## src/rtl/radar_feature_pkg.sv

```systemverilog
// Shared constants and FSM encoding for the radar feature serializer.
package radar_feature_pkg;

  localparam int RANGE_WIDTH    = 128;
  localparam int VELOCITY_WIDTH = 64;
  localparam int ANGLE_WIDTH    = 64;
  localparam int FEATURE_WIDTH  = RANGE_WIDTH + VELOCITY_WIDTH + ANGLE_WIDTH;
  localparam int OUT_WIDTH      = 64;
  localparam int BEATS          = FEATURE_WIDTH / OUT_WIDTH;

  typedef enum logic {
    IDLE,
    SEND
  } state_e;

endpackage

```

## src/rtl/feature_fifo.sv

```systemverilog
// Synchronous first-word-fall-through FIFO holding whole feature vectors.
module feature_fifo #(
  parameter int WIDTH = 256,
  parameter int DEPTH = 4
) (
  input  logic                     clk,
  input  logic                     reset,
  input  logic                     wr_en,
  input  logic [WIDTH-1:0]         wr_data,
  input  logic                     rd_en,
  output logic [WIDTH-1:0]         rd_data,
  output logic                     full,
  output logic                     empty,
  output logic [$clog2(DEPTH):0]   level
);

  localparam int PTR_W = $clog2(DEPTH);
  localparam int LVL_W = PTR_W + 1;

  logic [WIDTH-1:0] mem_q [DEPTH];
  logic [PTR_W-1:0] wr_ptr_q, wr_ptr_d;
  logic [PTR_W-1:0] rd_ptr_q, rd_ptr_d;
  logic [LVL_W-1:0] level_q, level_d;
  logic             do_wr, do_rd;

  assign full    = (level_q == LVL_W'(DEPTH));
  assign empty   = (level_q == '0);
  assign level   = level_q;
  assign rd_data = mem_q[rd_ptr_q];

  // A full FIFO still accepts a write when the head leaves in the same cycle.
  assign do_rd = rd_en && !empty;
  assign do_wr = wr_en && (!full || do_rd);

  always_comb begin
    wr_ptr_d = wr_ptr_q + PTR_W'(do_wr);
    rd_ptr_d = rd_ptr_q + PTR_W'(do_rd);
    level_d  = level_q;
    unique case ({do_wr, do_rd})
      2'b10:   level_d = level_q + LVL_W'(1);
      2'b01:   level_d = level_q - LVL_W'(1);
      default: level_d = level_q;
    endcase
  end

  // NOTE: state flops use non-blocking assignments so every flop samples pre-edge values.
  always_ff @(posedge clk or posedge reset) begin
    if (reset) begin
      wr_ptr_q <= '0;
      rd_ptr_q <= '0;
      level_q  <= '0;
    end else begin
      wr_ptr_q <= wr_ptr_d;
      rd_ptr_q <= rd_ptr_d;
      level_q  <= level_d;
    end
  end

  // NOTE: storage is not reset; the empty pointers guarantee stale words are never read.
  always_ff @(posedge clk) begin
    if (do_wr) mem_q[wr_ptr_q] <= wr_data;
  end

endmodule

```

## src/rtl/radar_feature_serializer.sv

```systemverilog
// Buffers radar feature vectors and streams them MSB-slice first as valid/ready beats,
// counting vectors dropped while the FIFO is full.
module radar_feature_serializer #(
  parameter int FEATURE_WIDTH = radar_feature_pkg::FEATURE_WIDTH,
  parameter int OUT_WIDTH     = radar_feature_pkg::OUT_WIDTH,
  parameter int FIFO_DEPTH    = 4,
  parameter int CNT_WIDTH     = 16
) (
  input  logic                          clk,
  input  logic                          reset,
  input  logic                          valid_in,
  input  logic [FEATURE_WIDTH-1:0]      feature_vector,
  output logic [OUT_WIDTH-1:0]          out_data,
  output logic                          out_valid,
  input  logic                          out_ready,
  output logic                          out_last,
  output logic [$clog2(FIFO_DEPTH):0]   fifo_level,
  output logic                          overflow,
  output logic [CNT_WIDTH-1:0]          drop_count,
  input  logic                          clear_stats
);

  import radar_feature_pkg::*;

  localparam int N_BEATS = FEATURE_WIDTH / OUT_WIDTH;
  localparam int BEAT_W  = (N_BEATS > 1) ? $clog2(N_BEATS) : 1;
  localparam logic [BEAT_W-1:0]    LAST_BEAT = BEAT_W'(N_BEATS - 1);
  localparam logic [CNT_WIDTH-1:0] CNT_MAX   = '1;

  if (FEATURE_WIDTH % OUT_WIDTH != 0) begin : g_bad_width
    $fatal(1, "FEATURE_WIDTH must be a multiple of OUT_WIDTH");
  end
  if (FIFO_DEPTH < 2 || (FIFO_DEPTH & (FIFO_DEPTH - 1)) != 0) begin : g_bad_depth
    $fatal(1, "FIFO_DEPTH must be a power of 2 and at least 2");
  end

  state_e                   state_q, state_d;
  logic [FEATURE_WIDTH-1:0] shift_q, shift_d;
  logic [BEAT_W-1:0]        beat_cnt_q, beat_cnt_d;
  logic                     overflow_q, overflow_d;
  logic [CNT_WIDTH-1:0]     drop_cnt_q, drop_cnt_d;

  logic [FEATURE_WIDTH-1:0] fifo_rd_data;
  logic                     fifo_full, fifo_empty;
  logic                     pop, push, drop;

  feature_fifo #(
    .WIDTH (FEATURE_WIDTH),
    .DEPTH (FIFO_DEPTH)
  ) u_fifo (
    .clk     (clk),
    .reset   (reset),
    .wr_en   (push),
    .wr_data (feature_vector),
    .rd_en   (pop),
    .rd_data (fifo_rd_data),
    .full    (fifo_full),
    .empty   (fifo_empty),
    .level   (fifo_level)
  );

  // NOTE: every always_comb output gets a default first so no latch can be inferred.
  always_comb begin
    state_d    = state_q;
    shift_d    = shift_q;
    beat_cnt_d = beat_cnt_q;
    pop        = 1'b0;
    unique case (state_q)
      IDLE: begin
        if (!fifo_empty) begin
          pop        = 1'b1;
          shift_d    = fifo_rd_data;
          beat_cnt_d = '0;
          state_d    = SEND;
        end
      end
      SEND: begin
        if (out_ready) begin
          if (beat_cnt_q == LAST_BEAT) begin
            // Reload straight from the FIFO head so vectors go out back to back.
            if (!fifo_empty) begin
              pop        = 1'b1;
              shift_d    = fifo_rd_data;
              beat_cnt_d = '0;
            end else begin
              state_d = IDLE;
            end
          end else begin
            shift_d    = shift_q << OUT_WIDTH;
            beat_cnt_d = beat_cnt_q + BEAT_W'(1);
          end
        end
      end
      default: state_d = IDLE;
    endcase
  end

  assign push = valid_in && (!fifo_full || pop);
  assign drop = valid_in && fifo_full && !pop;

  // A drop in the clearing cycle survives the clear.
  always_comb begin
    overflow_d = overflow_q;
    drop_cnt_d = drop_cnt_q;
    if (clear_stats) begin
      overflow_d = drop;
      drop_cnt_d = drop ? CNT_WIDTH'(1) : '0;
    end else if (drop) begin
      overflow_d = 1'b1;
      if (drop_cnt_q != CNT_MAX) drop_cnt_d = drop_cnt_q + CNT_WIDTH'(1);
    end
  end

  always_ff @(posedge clk or posedge reset) begin
    if (reset) begin
      state_q    <= IDLE;
      shift_q    <= '0;
      beat_cnt_q <= '0;
      overflow_q <= 1'b0;
      drop_cnt_q <= '0;
    end else begin
      state_q    <= state_d;
      shift_q    <= shift_d;
      beat_cnt_q <= beat_cnt_d;
      overflow_q <= overflow_d;
      drop_cnt_q <= drop_cnt_d;
    end
  end

  assign out_valid  = (state_q == SEND);
  assign out_last   = (state_q == SEND) && (beat_cnt_q == LAST_BEAT);
  assign out_data   = shift_q[FEATURE_WIDTH-1 -: OUT_WIDTH];
  assign overflow   = overflow_q;
  assign drop_count = drop_cnt_q;

endmodule

```

## config.mk

```make
export PLATFORM = sky130hd
export DESIGN_NAME = radar_feature_serializer
export DESIGN_NICKNAME = d
export VERILOG_FILES = /design/src/rtl/radar_feature_pkg.sv /design/src/rtl/feature_fifo.sv /design/src/rtl/radar_feature_serializer.sv
export SDC_FILE = /design/constraint.sdc
export NUM_CORES = 1
export LEC_CHECK = 0
export ABC_AREA = 1
export BUFFER_PORTS_ARGS = -buffer_cell sky130_fd_sc_hd__buf_2
export CORE_ASPECT_RATIO = 0.6
export CORE_MARGIN = 1
export CORE_UTILIZATION = 35
export DETAILED_ROUTE_END_ITERATION = 10
export GPL_ROUTABILITY_DRIVEN = 1
export PLACE_DENSITY = 0.49
export SLEW_MARGIN = 10
export SYNTH_ARGS = -nofsm -noshare
export SYNTH_HDL_FRONTEND = slang
export SYNTH_SLANG_ARGS = --single-unit
```

## constraint.sdc

```tcl
create_clock -name clk -period 25.4 [get_ports clk]
set_clock_uncertainty 0.15 [all_clocks]
set_input_delay 5.08 -clock clk [delete_from_list [all_inputs] [get_ports clk]]
set_output_delay 5.08 -clock clk [all_outputs]
set_load 0.1 [all_outputs]
```

# After elaboration in Yosys (flattened, before gate mapping)
# Memory sizes are Yosys's and may differ from the RTL's.
# Cells that the tools add are included.
# totals
output_inout_bits	86
memories	1
elab_cells	62
mem_bits_rw	1024
register_bits	283
# classes
n_mux	24
add_sub_neg	6
n_bitwise	1
eq_ne	6
reduce_logical	16
# memory_table
name	words	word_bits	rd	rd_ports_with_merged_regs	wr	line_no	rtl
u_fifo.mem_q	4	256	1	0	1	feature_fifo.sv:20	logic [WIDTH-1:0] mem_q [DEPTH];
# op_table
op	n
$mux W256	3
$pmux W256 S2	1
$mux W16	3
$add A16 B1 Y16 const B	1
$ne A16 B16 Y1 const B	1
$mux W1	10
$logic_and A1 B1 Y1	6
$mux W2	3
$pmux W3 S2	1
$reduce_bool A2 Y1	3
$add A2 B1 Y2	2
$eq A2 B2 Y1 const B	2
$pmux W1 S2	2
$pmux W2 S2	1
$add A3 B1 Y3 const B	1
$eq A3 B3 Y1 const B	1
$logic_not A1 Y1	3
$logic_not A3 Y1	1
$sub A3 B1 Y3 const B	1
$add A2 B1 Y2 const B	1
$eq A2 B1 Y1 const B	1
$logic_or A1 B1 Y1	2
$ne A2 B2 Y1 const B	1
$reduce_and A2 Y1	1
$not A1 Y1	1

# Longest topological paths before layout
# depth
depth_word	10
ltp_mapped	13
depth_no_buf	12

# Cells and area by module
# From an unflattened synthesis, not the netlist that was laid out.
# hier_totals
cells_unflattened	4444
hier_area_um2	54488.5
# modules_own_cells
module	area_per_inst_um2	instances	cells_per_inst
feature_fifo	41742.5	1	3035
radar_feature_serializer	12746.0	1	1409

# Worst setup path after synthesis
# OpenSTA, ideal clock, no wires.
# synth_timing
kind	input -> register
start	input port out_ready
end	memory u_fifo.mem_q[0][0], enable pin
path_buffers	0
setup_slack_ps	1338
stages	6
t_arrival_ps	22724
t_required_ps	24062
setup_ps	1188
cell_sequence	inv_1 > nand2_1 > nand2_1 > nand2_1 > nand2_1 > nor3_1
# synth_between
elab_chain_cells	7
elab_cells_between_ends	9
classes_between	mux (4); reduce/logical (5)
# synth_lines
item	line_no	rtl
start, declared	radar_feature_serializer.sv:15	input logic out_ready,
$mux W1 (*)	radar_feature_serializer.sv:78	if (out_ready) begin
$pmux W1 S2 (*)	radar_feature_serializer.sv:68	unique case (state_q)
$logic_or A1 B1 Y1 / $logic_and A1 B1 Y1 (equally long branches)	radar_feature_serializer.sv:98, feature_fifo.sv:32	
$logic_and A1 B1 Y1 / $logic_or A1 B1 Y1 (equally long branches)	radar_feature_serializer.sv:98, feature_fifo.sv:33	
$logic_and A1 B1 Y1 (*)	feature_fifo.sv:33	assign do_wr = wr_en && (!full || do_rd);
$mux W1 (*)	feature_fifo.sv:61	if (do_wr) mem_q[wr_ptr_q] <= wr_data;
$mux W1 (not written as such) (*)	feature_fifo.sv:61	
end, declared	feature_fifo.sv:20	
# Every way passes the cells marked *; elsewhere a longest branch is shown, timed or not.

# Worst setup path in the final report
# layout_timing
start	input port out_ready
end	memory u_fifo.mem_q[2][188], enable pin
# The elaborated chain is that of the path after synthesis.

==> summary.txt <==
Floorplan
  • Core region area: roughly 150000 µm²
  • Ports: between 300 and 400
  • Vert. Die Dim: ~300 µm
  • Num rows: ~110
  • Die Wd: between 400 and 500 µm
  • Die Area: around 150000 µm²
  • Initial Util: 0.353

Yosys
  • Post-Syn Instances: around 4300
  • Syn Nets: roughly 4500
  • Async S/R FF share, synth: 0.217
  • Flops & latches, synth: around 1300
  • Warnings from Yosys: 0
  • Most used flip-flop cell after synthesis: edfxtp_1
  • Synth Cell Area: around 52000 µm²
  • Count of flip-flops with a built-in enable after synthesis: a little over 1000
  • Yosys cell types: 34
  • Synth Area per Inst: 12.2 µm²
  • Sequential fraction of the synthesis area: 0.727

Hold path
  • Hold Path Class: reg -> reg

Placement
  • Post-DP Area: roughly 55000 µm²
  • Detail Placement HPWL: between 90000 and 100000 µm
  • Placed Cells: around 6300
  • Placer's final routability congestion estimate: 0.764
  • IO Port Bufs: ~350

Layout
  • Fin area: roughly 59000 µm²
  • Commonest cells after routing, fill and taps aside: edfxtp_1 (1024), nor2_1 (578), nand2_1 (543)
  • Post-Layout Cell Count: roughly 6600
  • Nets@finish: ~4700
  • Layout area overhead: 13.6%
  • Share of cells above drive strength 1: 0.134
  • Most common cell after layout, fill and taps aside: edfxtp_1

Clock network
  • Hold buffers post-CTS: 0
  • Number of CTS-inserted buffers: 130
  • CTS Sinks: around 1300
  • Clk slew on worst S/H paths: about 60 ps
  • Maximum buffer depth of the clock tree: 3
  • H-tree depth: 4
  • Clk root buf: clkbuf_16
  • Setup bufs post-CTS: 0
  • CTS resizes: 0
  • CTS tree: built
  • Clock latency at the later pin of the worst-skew pair: roughly 750 ps

Route
  • Initial DRC Count: ~3000
  • Final WL: about 160000 µm
  • DR vias: 33200
  • DRC viols: 0
  • WL/cell: 23.8 µm
  • Routed Antenna Nets: 0
  • Drt pass-1 iters: 5
  • Vias/cell: 5.04

Timing
  • Tcrit/Tclk final: 0.352
  • Max Fclk: about 0.11 GHz
  • Final Setup Violations: 0
  • Setup tns final: 0 ps
  • Final max-slew violation count: 0
  • Hold Vio Cnt, Final: 0
  • Max_slew headroom: 0.279
  • RSZ-0062 raised after global routing: no
  • Tightest Pin Transition: 1080 ps
  • Tmin final: between 8000 and 9000 ps

Power and ir drop
  • Static Leak: 21.3 nW
  • Peak VDD IR: ~0.13 mV
  • Pwr dens: about 120 nW/µm²

Critical path
  • CP Capture Type: register
  • Startpoint types: input port
  • R2R cell count: 8
  • Crit path arrival time: a little over 9000 ps
  • Beginning of the critical path: out_ready
  • R2R Setup Slk: between 20000 and 25000 ps
  • Setup CP Type: in -> reg
  • Worst-path fanout max: 54
  • Critical Path RT: between 20000 and 30000 ps
  • Crit path to: u_fifo.mem_q[2][188]$_DFFE_PP_
  • RR Endpoint: u_fifo.mem_q[2][188]$_DFFE_PP_
  • R2R Path Start: out_valid$_DFF_PP0_

Outcome
  • Status: finished, final reports clean

Global routing
  • Pin count of the biggest net entering global routing: between 200 and 250
  • GRT Resource Usage Total: 0.207
  • GR peak layer: met1
  • First-pass GRT wire length: approximately 230000 µm
  • Met2 global-route usage: 0.287
  • GRT overflow: 0
  • Met1 Track Usage GR: 0.315
  • Initial antenna violation count: 100
  • Met3 usage: 0.0565
  • Number of global-route vias before repair: 30300

Flow run
  • Max-cap check violation count: 0
## synth_stat cells (26+ instances only)
| master | instances | area share |
|---|---|---|
| inv_1 | 183 | 0.013 |
| o2bb2ai_1 | 42 | 0.0071 |
| buf_2 | 99 | 0.0095 |
| nor2_1 | 579 | 0.042 |
| o21ai_0 | 511 | 0.049 |
| clkbuf_1 | 118 | 0.0085 |
| nand3_1 | 144 | 0.014 |
| o211ai_1 | 129 | 0.019 |
| buf_4 | 96 | 0.014 |
| o21ai_1 | 149 | 0.014 |
| o22ai_1 | 64 | 0.0077 |
| dfrtp_1 | 283 | 0.14 |
| nand2_1 | 545 | 0.039 |
| edfxtp_1 | 1024 | 0.59 |
| a21oi_1 | 194 | 0.019 |
| o221ai_1 | 26 | 0.0044 |
## sequential cells by signal, indices dropped and copies added (netlist names)
| signal | count |
|---|---|
| u_fifo.rd_ptr_q | 2 |
| shift_q | 256 |
| u_fifo.level | 3 |
| out_valid | 1 |
| drop_count | 16 |
| u_fifo.wr_ptr_q | 2 |
| overflow | 1 |
| beat_cnt_q | 2 |
| u_fifo.mem_q | 1024 |
## per-layer routing
metal,up-vias,wire [µm]
li1,15500,-
met1,16400,75800
met2,973,65300
met3,271,12400
met4,46,2960
met5,-,318
## layout make-up
type / instances / area, µm²
antenna: 19 / 47.5
timing repair buffer: 391 / 2140
tap: 1998 / 2500
fill: 14100 / 88300
inverter: 190 / 739
clock inverter: 65 / 546
clock buffer: 176 / 3620
sequential: 1307 / 37800
multi-input combinational: 2437 / 11700
## power breakdown
part	leakage [nW]	switching (mW)	internal, mW
clock	2.06	0.838	1.07
combinational	6.20	1.85	0.527
sequential	13.0	0.253	2.85
## metrics by stage
stage | util | setup slack [ps] | hold slack [ps] | total power [mW]
2_1_floorplan | - | 1340 | 320 | 5.03
3_5_place_dp | 0.373 | 15660 | 329 | 5.56
3_3_place_gp | 0.373 | 15650 | 329 | 5.55
6_report | 0.401 | 16470 | 343 | 7.39
5_1_grt | 0.401 | 16160 | 377 | 7.80
4_1_cts | 0.401 | 16470 | 346 | 7.47
## worst max-delay path, cell delays in order
cell	delay (ps)
buf_2	180
inv_1	110
nand2_4	390
nand2_1	280
nand2_1	140
nand2_1	180
nor3_2	180
buf_4	710
buf_4	820
buf_4	820
## logic make-up (layout without fill, tap and decap cells)
logic type,count (synthesis),after routing,synth area share
AOI/OAI and AO/OA,1117,1117,0.120
xor gates and xnor gates,10,10,0.00168
adders and majority gates,6,6,0.00159
buffers and inverters,531,822,0.0498
DFF,1307,1307,0.727
other,0,19,0
and+or+nand+nor,1304,1304,0.0998
## how the worst min path moves through the flow
stage          slack [ps]                    start  depth (start not counted)                      end
2_1_floorplan         320  shift_q[13]$_DFFE_PP0P_                          2  shift_q[13]$_DFFE_PP0P_
3_3_place_gp          330     overflow$_DFFE_PP0P_                          2     overflow$_DFFE_PP0P_
3_5_place_dp          330     overflow$_DFFE_PP0P_                          2     overflow$_DFFE_PP0P_
4_1_cts               350     overflow$_DFFE_PP0P_                          2     overflow$_DFFE_PP0P_
5_1_grt               380  shift_q[12]$_DFFE_PP0P_                          2  shift_q[12]$_DFFE_PP0P_
6_report              340     overflow$_DFFE_PP0P_                          2     overflow$_DFFE_PP0P_
(Power assumes the default switching activity.)
